[src/rtl/font_rom_pkg.sv]
// Shared font ROM definitions: address/data widths, glyph address helper and read-return tag.
package font_rom_pkg;

    localparam int unsigned FONT_ADDR_W = 11;
    localparam int unsigned FONT_DATA_W = 8;
    localparam int unsigned CHAR_W      = 7;
    localparam int unsigned ROW_W       = 4;
    localparam int unsigned REQ_ID_W    = 3;

    localparam logic [CHAR_W-1:0] BLANK_CHAR = 7'h00;

    // Tracks one issued ROM read on its way back to the requester.
    typedef struct packed {
        logic                valid;
        logic [REQ_ID_W-1:0] id;
    } rd_tag_t;

    function automatic logic [FONT_ADDR_W-1:0] make_font_addr(
        input logic [CHAR_W-1:0] ch,
        input logic [ROW_W-1:0]  row
    );
        return {ch, row};
    endfunction

endpackage

[src/rtl/rr_arbiter_core.sv]
// Combinational round-robin winner search starting at ptr and wrapping NREQ-1 -> 0.
module rr_arbiter_core #(
    parameter int unsigned NREQ  = 4,
    parameter int unsigned IDX_W = $clog2(NREQ)
) (
    input  logic [NREQ-1:0]  req,
    input  logic [IDX_W-1:0] ptr,
    output logic [NREQ-1:0]  win_onehot_c,
    output logic [IDX_W-1:0] win_idx_c,
    output logic             any_grant_c
);

    logic [IDX_W:0]   sum;
    logic [IDX_W-1:0] cand;

    always_comb begin
        win_onehot_c = '0;
        win_idx_c    = '0;
        any_grant_c  = 1'b0;
        sum          = '0;
        cand         = '0;
        for (int unsigned k = 0; k < NREQ; k++) begin
            // One extra bit keeps ptr+k exact before the explicit wrap for non-power-of-two NREQ.
            sum = {1'b0, ptr} + (IDX_W+1)'(k);
            if (sum >= (IDX_W+1)'(NREQ)) begin
                sum = sum - (IDX_W+1)'(NREQ);
            end
            cand = sum[IDX_W-1:0];
            if (!any_grant_c && req[cand]) begin
                any_grant_c        = 1'b1;
                win_idx_c          = cand;
                win_onehot_c[cand] = 1'b1;
            end
        end
    end

endmodule

[src/rtl/font_rom_arbiter.sv]
// Round-robin sharing of the synchronous font ROM among text painters; one read per clk,
// read word routed back to its requester ROM_LAT+1 cycles after the grant.
module font_rom_arbiter
    import font_rom_pkg::*;
#(
    parameter int unsigned NREQ    = 4,
    parameter int unsigned ADDR_W  = FONT_ADDR_W,
    parameter int unsigned DATA_W  = FONT_DATA_W,
    parameter int unsigned ROM_LAT = 1
) (
    input  logic                   clk,
    input  logic                   reset,
    input  logic [NREQ-1:0]        req,
    input  logic [NREQ*ADDR_W-1:0] req_addr,
    output logic [NREQ-1:0]        gnt,
    output logic [NREQ-1:0]        rd_valid,
    output logic [DATA_W-1:0]      rd_data,
    output logic [ADDR_W-1:0]      rom_addr,
    input  logic [DATA_W-1:0]      font_word
);

    localparam int unsigned IDX_W = $clog2(NREQ);

    logic [IDX_W-1:0]  ptr;
    logic [NREQ-1:0]   win_onehot_c;
    logic [IDX_W-1:0]  win_idx_c;
    logic              any_grant_c;
    logic [ADDR_W-1:0] addr_arr [NREQ];
    logic [IDX_W-1:0]  next_ptr_c;
    rd_tag_t           issue_tag;
    rd_tag_t           pipe [1:ROM_LAT];

    rr_arbiter_core #(
        .NREQ  (NREQ),
        .IDX_W (IDX_W)
    ) u_core (
        .req          (req),
        .ptr          (ptr),
        .win_onehot_c (win_onehot_c),
        .win_idx_c    (win_idx_c),
        .any_grant_c  (any_grant_c)
    );

    always_comb begin
        for (int unsigned i = 0; i < NREQ; i++) begin
            addr_arr[i] = req_addr[i*ADDR_W +: ADDR_W];
        end
    end

    // Pointer moves one past the winner, wrapping explicitly.
    always_comb begin
        next_ptr_c = ptr;
        if (any_grant_c) begin
            if (win_idx_c == IDX_W'(NREQ - 1)) begin
                next_ptr_c = '0;
            end else begin
                next_ptr_c = win_idx_c + IDX_W'(1);
            end
        end
    end

    always_ff @(posedge clk) begin
        if (reset) begin
            ptr       <= '0;
            gnt       <= '0;
            rom_addr  <= '0;
            issue_tag <= '0;
            rd_valid  <= '0;
            rd_data   <= '0;
            for (int unsigned i = 1; i <= ROM_LAT; i++) begin
                pipe[i] <= '0;
            end
        end else begin
            ptr             <= next_ptr_c;
            gnt             <= win_onehot_c;
            issue_tag.valid <= any_grant_c;
            issue_tag.id    <= REQ_ID_W'(win_idx_c);
            if (any_grant_c) begin
                rom_addr <= addr_arr[win_idx_c];
            end

            // issue_tag is the grant-cycle stage; pipe[ROM_LAT] lines up with font_word.
            pipe[1] <= issue_tag;
            for (int unsigned i = 2; i <= ROM_LAT; i++) begin
                pipe[i] <= pipe[i-1];
            end

            if (pipe[ROM_LAT].valid) begin
                rd_valid <= NREQ'(1) << pipe[ROM_LAT].id;
                rd_data  <= font_word;
            end else begin
                rd_valid <= '0;
            end
        end
    end

endmodule

[config.mk]
export PLATFORM = sky130hd
export DESIGN_NAME = font_rom_arbiter
export DESIGN_NICKNAME = d
export VERILOG_FILES = /design/src/rtl/font_rom_pkg.sv /design/src/rtl/rr_arbiter_core.sv /design/src/rtl/font_rom_arbiter.sv
export SDC_FILE = /design/constraint.sdc
export NUM_CORES = 1
export LEC_CHECK = 0
export BUFFER_PORTS_ARGS = -buffer_cell sky130_fd_sc_hd__buf_2
export CORE_AREA = 5 5 81 83
export CTS_CLUSTER_SIZE = 16
export DETAILED_ROUTE_END_ITERATION = 8
export DIE_AREA = 0 0 86 88
export GPL_ROUTABILITY_DRIVEN = 0
export SETUP_SLACK_MARGIN = 0.4
export SLEW_MARGIN = 20
export SYNTH_ARGS = -nofsm -noshare
export SYNTH_HDL_FRONTEND = slang
export SYNTH_HIERARCHICAL = 1
export SYNTH_SLANG_ARGS = --single-unit
export TNS_END_PERCENT = 5
[constraint.sdc]
create_clock -name clk -period 3.9 [get_ports clk]
set_input_delay 0.39 -clock clk [delete_from_list [all_inputs] [get_ports clk]]
set_output_delay 0.39 -clock clk [all_outputs]
set_load 0.02 [all_outputs]
==> impl_metrics.ini, run 1 <==
[global_routing]
antenna_found_initial = 0
grt.total_usage_pct = 12.3
gr-total-overflow = 0
grt_max_degree = 38
grt_pass1_vias = 1656
grt_pass1_wl_um = 7440

[die]
rows = 28
die_w_um = 86
core_area_um2 = 5780
die_area_um2 = 7570
die_h_um = 88
start_util_pct = 33.4
boundaryPins = 85

[setup_path]
cp-start-kind = flip-flop
crit_fanout = 19
arrival_ns = 3.29
setup.worst_path.class = flip-flop to flip-flop
crit_path_end_kind = flip-flop
crit_required_ns = 4.05

[clock_network]
tritoncts = yes
path_clk_slew_ns = 0.07
clk_latency_ns = 0.28
cts_buffers = 5
cts_num_sinks = 35
cts_setup_buffers = 0
cts-resized-gates = 0
htree_levels = 2
hold_buffers = 0
cts_root_buf = clkbuf_8
clock_path_buffers = 2

[sta]
tightest_slew_ns = 0.593
rsz0062_at_grt = no
tns_ns = 0
min_period_ns = 3.14
report.final.slew_viol_count = 0
slew_headroom_pct = 60.5
finalSetupViolCount = 0
final_hold_viol_count = 0
period_share_pct = 80.5
max_clock_freq_ghz = 0.319
worst_clock_skew_ns = 0.00246

[logic_synthesis]
synth_most_common_cell = dfxtp_1
syn-instance-count = 172
ys_types = 34
yosys_warnings = 6
synth_area_um2 = 1930
synthFlopType = dfxtp_1
ys_ff_latch = 35
synth_area_leader_cell = dfxtp_1
synth_area_per_cell_um2 = 11.2
synthArstFlopShare_pct = 0
yosys-top-cells-count = 35 x dfxtp_1, 32 x mux2i_1, 11 x nor2_1
synth_enable_flop_cells = 0
synth.net_count = 236
yosysTopAreaCellShare_pct = 36.2
synth_area_leaders = dfxtp_1 36%, mux2i_1 17%, o221ai_2 7.8%
synth_seq_area_share_pct = 36.2

[route]
drt_iter0_markers = 90
wl_per_cell_um = 13.9
dr.pass1.iters = 4
ant_nets = 0
viasPerCell = 4.87
route.detailed.drc = 0
num_vias = 1603
wl_um = 4570

[power_and_ir_drop]
p_per_area_nw_per_um2 = 714
power_w = 0.00176
irDropWorstVdd_v = 0.000244
p_leak_nw = 1.11

[place]
hpwl_um = 3470
dp_cells = 321
placed_area_um2 = 2380
port_buffers = 84

[finish]
drive_gt1_share_pct = 47.6
nFillCells = 596
num_antenna_cells = 0
fin_area_um2 = 2470
syn2layout_area_growth_pct = 27.7
final_nets = 317
fin_util_pct = 42.7
final_cell_count_no_fill = 329

[run_status]
outcome = completed

[worst_hold_path]
hold_path_class = input pin to flip-flop

[job]
drv_cap = 0
-- critical path, cell delays in order, from the launching register on --
cell and delay (ns):
dfxtp_1 0.52, inv_1 0.14, ha_1 0.37, mux4_2 0.44, o311ai_0 0.37, a32o_1 0.37, buf_4 0.37, mux2i_1 0.28
o221ai_2 0.12
-- path summary, 6_finish.rpt --
kind                                    from          end  slack, ns  depth (start not counted)
worst min-delay path            font_word[6]   rd_data[6]       0.34                          3
worst min register to register  issue_tag[1]   pipe[1][1]       0.44                          1
worst max register to register        ptr[1]  rom_addr[3]       0.76                          8
worst max-delay path                  ptr[1]  rom_addr[3]       0.76                          8
-- through the flow --
| step | worst slack, ns | hold slack, ns |
|---|---|---|
| after CTS | 0.726 | 0.336 |
| after global routing | 0.443 | 0.347 |
| final | 0.760 | 0.341 |
| after detailed placement | 0.747 | 0.427 |
| after floorplan | 1.15 | 0.414 |
| after global placement | 0.807 | 0.416 |
-- state kept, by name, summed over array words and instances, names as in the netlist --
| register | flops |
|---|---|
| issue_tag | 3 |
| rd_data | 8 |
| rom_addr | 11 |
| rd_valid | 4 |
| ptr | 2 |
| gnt | 4 |
| pipe | 3 |
-- cell usage in the layout (no fill, tap or decap), types with 2 or more instances in the layout --
cell / netlist / layout
dfxtp_1: 35 / 35
or3b_2: 10 / 10
clkinvlp_4: 0 / 2
mux2i_1: 32 / 32
a21oi_1: 2 / 2
inv_1: 4 / 4
buf_2: 3 / 84
buf_4: 4 / 3
mux4_1: 2 / 2
or3b_1: 3 / 3
nor2_1: 11 / 11
nor2b_1: 10 / 10
clkbuf_8: 0 / 5
ha_1: 6 / 6
o221ai_2: 10 / 10
o21ai_0: 5 / 5
mux4_2: 2 / 2
nand2b_1: 2 / 2
a22oi_1: 8 / 8
nor4bb_1: 2 / 2
mux2_2: 2 / 2
-- power by group --
part	switching, W	leakage (nW)	internal [W]
logic	0.000548	0.777	0.000458
registers	0.0000486	0.288	0.000454
clock network	0.000131	0.0402	0.000124
-- layer usage --
layer	global-route usage (%)	vias up	wire length, um
met5	0	-	0
met4	6.62	0	142
met3	2.73	12	220
met2	21.3	42	2330
met1	14.1	736	1870
li1	-	813	-
-- logic make-up (layout without fill, tap and decap cells) --
logic type	after synthesis	in the layout	share of synthesized area (%)
compound gates	30	30	14.9
fa+ha+maj	6	6	3.88
buf+inv	17	99	5.44
flops	35	35	36.2
mux	38	38	22.8
simple gates	46	46	16.8
-- area by class of cell --
class,count,area [um2],area share (%)
clock inverter,3,20.0,0.811
clock buffer,5,68.8,2.79
multi-input combinational,120,1130,45.7
sequential,35,701,28.4
inverter,4,15.0,0.608
timing repair buffer,87,443,17.9
tap,75,93.8,3.80
Power figures use the tool's default switching activity.
==> run 2: changes to the inputs <==
Clock period 3.9 ns to 2.7 ns, I/O delays scaled along.
==> impl_metrics.ini, run 2 (synthesis gave the netlist of run 1 again) <==
[run_status]
outcome = completed

[setup_path]
cp-start-kind = flip-flop
arrival_ns = 2.66
setup.worst_path.class = flip-flop to flip-flop
crit_fanout = 7
crit_path_end_kind = flip-flop
crit_required_ns = 2.91

[finish]
largest_reg_flops = 11
syn2layout_area_growth_pct = 36.2
fin_util_pct = 45.6
reg_top3 = rom_addr (11), rd_data (8)
num_antenna_cells = 0
final_nets = 328
drive_gt1_share_pct = 53.6
fin_area_um2 = 2630
final_cell_mix = 84 x buf_2, 33 x dfxtp_1, 32 x mux2i_1
final_common_cell = buf_2
regMostFlops = rom_addr

[place]
placed_area_um2 = 2440
port_buffers = 84
hpwl_um = 3370
dp_slack_ns = 0.0650

[sta]
min_period_ns = 2.45
rsz0062_at_grt = yes
slew_headroom_pct = 59.9
finalSetupViolCount = 0
report.final.slew_viol_count = 0
worst_clock_skew_ns = 0.00680
tns_ns = 0
fin_ws_ns = 0.250
final_hold_viol_count = 0
period_share_pct = 90.7
max_clock_freq_ghz = 0.408
tightest_slew_ns = 0.601

[power_and_ir_drop]
p_leak_nw = 1.19
p_per_area_nw_per_um2 = 1090
irDropWorstVdd_v = 0.000511

[die]
boundaryPins = 85
die_w_um = 86
start_util_pct = 33.4
die_h_um = 88
die_area_um2 = 7570
rows = 28
core_area_um2 = 5780

[global_routing]
antenna_found_initial = 0
gr-total-overflow = 0
grt_max_degree = 38
grt_pass1_wl_um = 7550
grt.total_usage_pct = 12.6
grt_pass1_vias = 1648

[clock_network]
htree_levels = 2
cts_num_sinks = 35
path_clk_slew_ns = 0.07
clock_path_buffers = 2
cts_buffers = 5
clk_latency_ns = 0.28
tritoncts = yes
cts_root_buf = clkbuf_8

[route]
wl_per_cell_um = 13.4
viasPerCell = 4.84
wl_um = 4570
num_vias = 1644
route.detailed.drc = 0
ant_nets = 0
dr.pass1.iters = 4
drt_iter0_markers = 50

[worst_hold_path]
hold_path_class = input pin to flip-flop

[job]
drv_cap = 0
## run 2: changes by cell type in the layout (fill, tap and decap cells not counted), sizes merged
cell / previous run / this run
clkbuf: 5 / 6
clkinvlp: 2 / 0
buf: 87 / 98
bufinv: 0 / 1
## run 2: area by class of cell
cell class | count | area (um2)
clock buffers | 6 | 82.6
clock inverters | 2 | 35.0
multi-input cells | 120 | 1160
inverters | 4 | 17.5
flip-flops and latches | 35 | 708
repair buffers | 98 | 538
fillers | 586 | 3150
well taps | 75 | 93.8
## run 2: where the power goes
part / switching, W / total, W / leakage, nW / internal (W)
registers: 0.0000755 / 0.000738 / 0.290 / 0.000663
clock network: 0.000185 / 0.000483 / 0.0612 / 0.000299
logic: 0.000836 / 0.00165 / 0.840 / 0.000811
## run 2: final timing paths
path	end	depth (start not counted)	slack [ns]	from
setup / recovery	ptr[0]	9	0.25	ptr[0]
hold / removal	rd_data[2]	3	0.22	font_word[2]
setup reg to reg	ptr[0]	9	0.25	ptr[0]
hold reg to reg	pipe[1][2]	1	0.44	issue_tag[3]
## run 2: per-stage QoR
step,instances,power (W),hold slack [ns]
3_3_place_gp,325,0.00229,0.417
2_1_floorplan,172,0.00205,0.414
6_report,340,0.00287,0.224
4_1_cts,340,0.00291,0.212
3_5_place_dp,325,0.00232,0.426
5_1_grt,340,0.00307,0.227
## run 2: timing repair
item                                    in CTS  in global routing
pin swaps                                    1                  0
endpoints found under the setup margin      14                 13
gates cloned                                 0                  0
resized for setup                            7                  0
buffers inserted                             7                  0
hold buffers                                 0                  0
## run 2: metal layers
layer / global-route usage (%) / share of wire [%] / wire [um]
met5: 0 / 0 / 0
met4: 6.04 / 2.2 / 100
met3: 2.54 / 5.2 / 237
met2: 23.1 / 54 / 2450
met1: 13.8 / 39 / 1780
## run 2: critical path: stages (launching register included)
cell and delay [ns]:
dfxtp_4 0.41, inv_4 0.05, ha_4 0.28, mux4_2 0.38
nor4b_4 0.26, nor2_1 0.07, a32o_2 0.25, ha_2 0.17
or3b_1 0.36, a21oi_2 0.13
==> run 3: changes to the inputs <==
==> constraint.sdc (replaced) <==
create_clock -name clk -period 2.7 [get_ports clk]
set_input_delay 0.675 -clock clk [delete_from_list [all_inputs] [get_ports clk]]
set_output_delay 0.675 -clock clk [all_outputs]
set_load 0.1 [all_outputs]
==> impl_metrics.ini, run 3 (synthesis gave the netlist of run 1 again) <==
[sta]
final_hold_viol_count = 0
worst_clock_skew_ns = 0.00425
worst_hold_slack_ns = 0.433
tightest_slew_ns = 0.578
rsz0062_at_grt = yes
report.final.slew_viol_count = 0
period_share_pct = 91.5
min_period_ns = 2.47
finalSetupViolCount = 0
tns_ns = 0
fin_ws_ns = 0.230
slew_headroom_pct = 61.4
max_clock_freq_ghz = 0.405

[route]
viasPerCell = 4.81
ant_nets = 0
route.detailed.drc = 0
num_vias = 1665
drt_iter0_markers = 49
wl_per_cell_um = 13.1
dr.pass1.iters = 4
wl_um = 4530

[die]
start_util_pct = 33.4
die_h_um = 88
boundaryPins = 85
die_w_um = 86
core_area_um2 = 5780
rows = 28
die_area_um2 = 7570

[finish]
reg_top3 = rom_addr (11), rd_data (8)
final_nets = 334
regMostFlops = rom_addr
final_common_cell = buf_2
drive_gt1_share_pct = 54.2
largest_reg_flops = 11
final_cell_count_no_fill = 346
fin_area_um2 = 2690
num_antenna_cells = 0
final_cell_mix = 84 x buf_2, 33 x dfxtp_1, 32 x mux2i_1
nFillCells = 566
syn2layout_area_growth_pct = 39.1

[worst_hold_path]
hold_depth = 1
hold_path_class = flip-flop to flip-flop
min_from = issue_tag[3]

[global_routing]
antenna_found_initial = 0
grt_pass1_wl_um = 7510
grt_pass1_vias = 1664
grt.total_usage_pct = 12.5
grt_max_degree = 38
gr-total-overflow = 0

[setup_path]
path_cells = inv_2, ha_4, mux4_2, buf_4, and2b_2, o21ai_1, o31ai_2, or3b_1, buf_6, o221ai_1
cp-start-kind = flip-flop
cp.depth = 10
setup.worst_path.class = flip-flop to flip-flop
critPathMaxStageDelay_ns = 0.41
rr_worst_depth = 10
cp_num_buf_inv = 3
r2r_start = ptr[0]
critPathSlowestCell = or3b_1
crit_fanout = 11
crit_required_ns = 2.90
arrival_ns = 2.67
startpoint = ptr[0]
crit_path_end_kind = flip-flop
crit_family = simple AND/OR/NAND/NOR gates

[clock_network]
cts_num_sinks = 35
htree_levels = 2
clk_latency_ns = 0.28
path_clk_slew_ns = 0.07
hold_buffers = 0
clock_path_buffers = 2
tritoncts = yes
cts_root_buf = clkbuf_8
cts_buffers = 5

[power_and_ir_drop]
irDropWorstVdd_v = 0.000533
p_per_area_nw_per_um2 = 1300
p_leak_nw = 1.22

[place]
dp_cells = 335
dp_slack_ns = -0.0761
placed_area_um2 = 2520
port_buffers = 84
hpwl_um = 3450

[run_status]
outcome = completed

[job]
drv_cap = 0
[run 3: changes by cell type in the layout (fill, tap and decap cells not counted), sizes merged]
cell,before,now
buf,98,104
[run 3: through the flow]
step / power [W] / utilization [%]
global placement: 0.00295 / 43.5
detailed placement: 0.00296 / 43.5
CTS: 0.00353 / 46.4
floorplan: 0.00261 / -
global route: 0.00372 / 46.5
finish: 0.00349 / 46.5
[run 3: worst paths after layout]
kind	endpoint	slack, ns
max	rom_addr[7]	0.23
min	pipe[1][2]	0.43
max reg2reg	rom_addr[7]	0.23
min reg2reg	pipe[1][2]	0.43
[run 3: cell type report]
cell class / count / area (um2) / area share, %
timing repair buffer: 104 / 599 / 22.3
tap: 75 / 93.8 / 3.49
inverter: 4 / 15.0 / 0.558
multi-input combinational: 120 / 1150 / 43.0
clock inverter: 2 / 35.0 / 1.30
sequential: 35 / 708 / 26.3
clock buffer: 6 / 82.6 / 3.07
[run 3: where the power goes]
part | switching [W] | leakage, nW | total (W) | internal [W]
registers | 0.0000733 | 0.290 | 0.000736 | 0.000663
logic | 0.00140 | 0.874 | 0.00227 | 0.000867
clock network | 0.000185 | 0.0612 | 0.000484 | 0.000299
[run 3: timing repair]
item | CTS | global route
endpoints found under the setup margin | 14 | 14
pin swaps | 1 | 0
resized for setup | 7 | 1
buffers inserted | 3 | 0
[run 3: routing by layer]
metal / wire, um / global-route usage (%) / up-vias
met5: 0 / 0 / -
met4: 64 / 4.75 / 0
met3: 191 / 2.63 / 7
met2: 2530 / 23.8 / 31
met1: 1740 / 13.5 / 780
li1: - / - / 847
[run 3: worst reg2reg max path: cells and delay by family (launching register included)]
| family | cells | cell delay [ns] |
|---|---|---|
| AO/OA/AOI/OAI | 3 | 0.43 |
| adder cells (fa/ha/maj) | 1 | 0.25 |
| buffers and inverters | 3 | 0.38 |
| flip-flops | 1 | 0.39 |
| multiplexers | 1 | 0.32 |
| AND/OR/NAND/NOR | 2 | 0.62 |
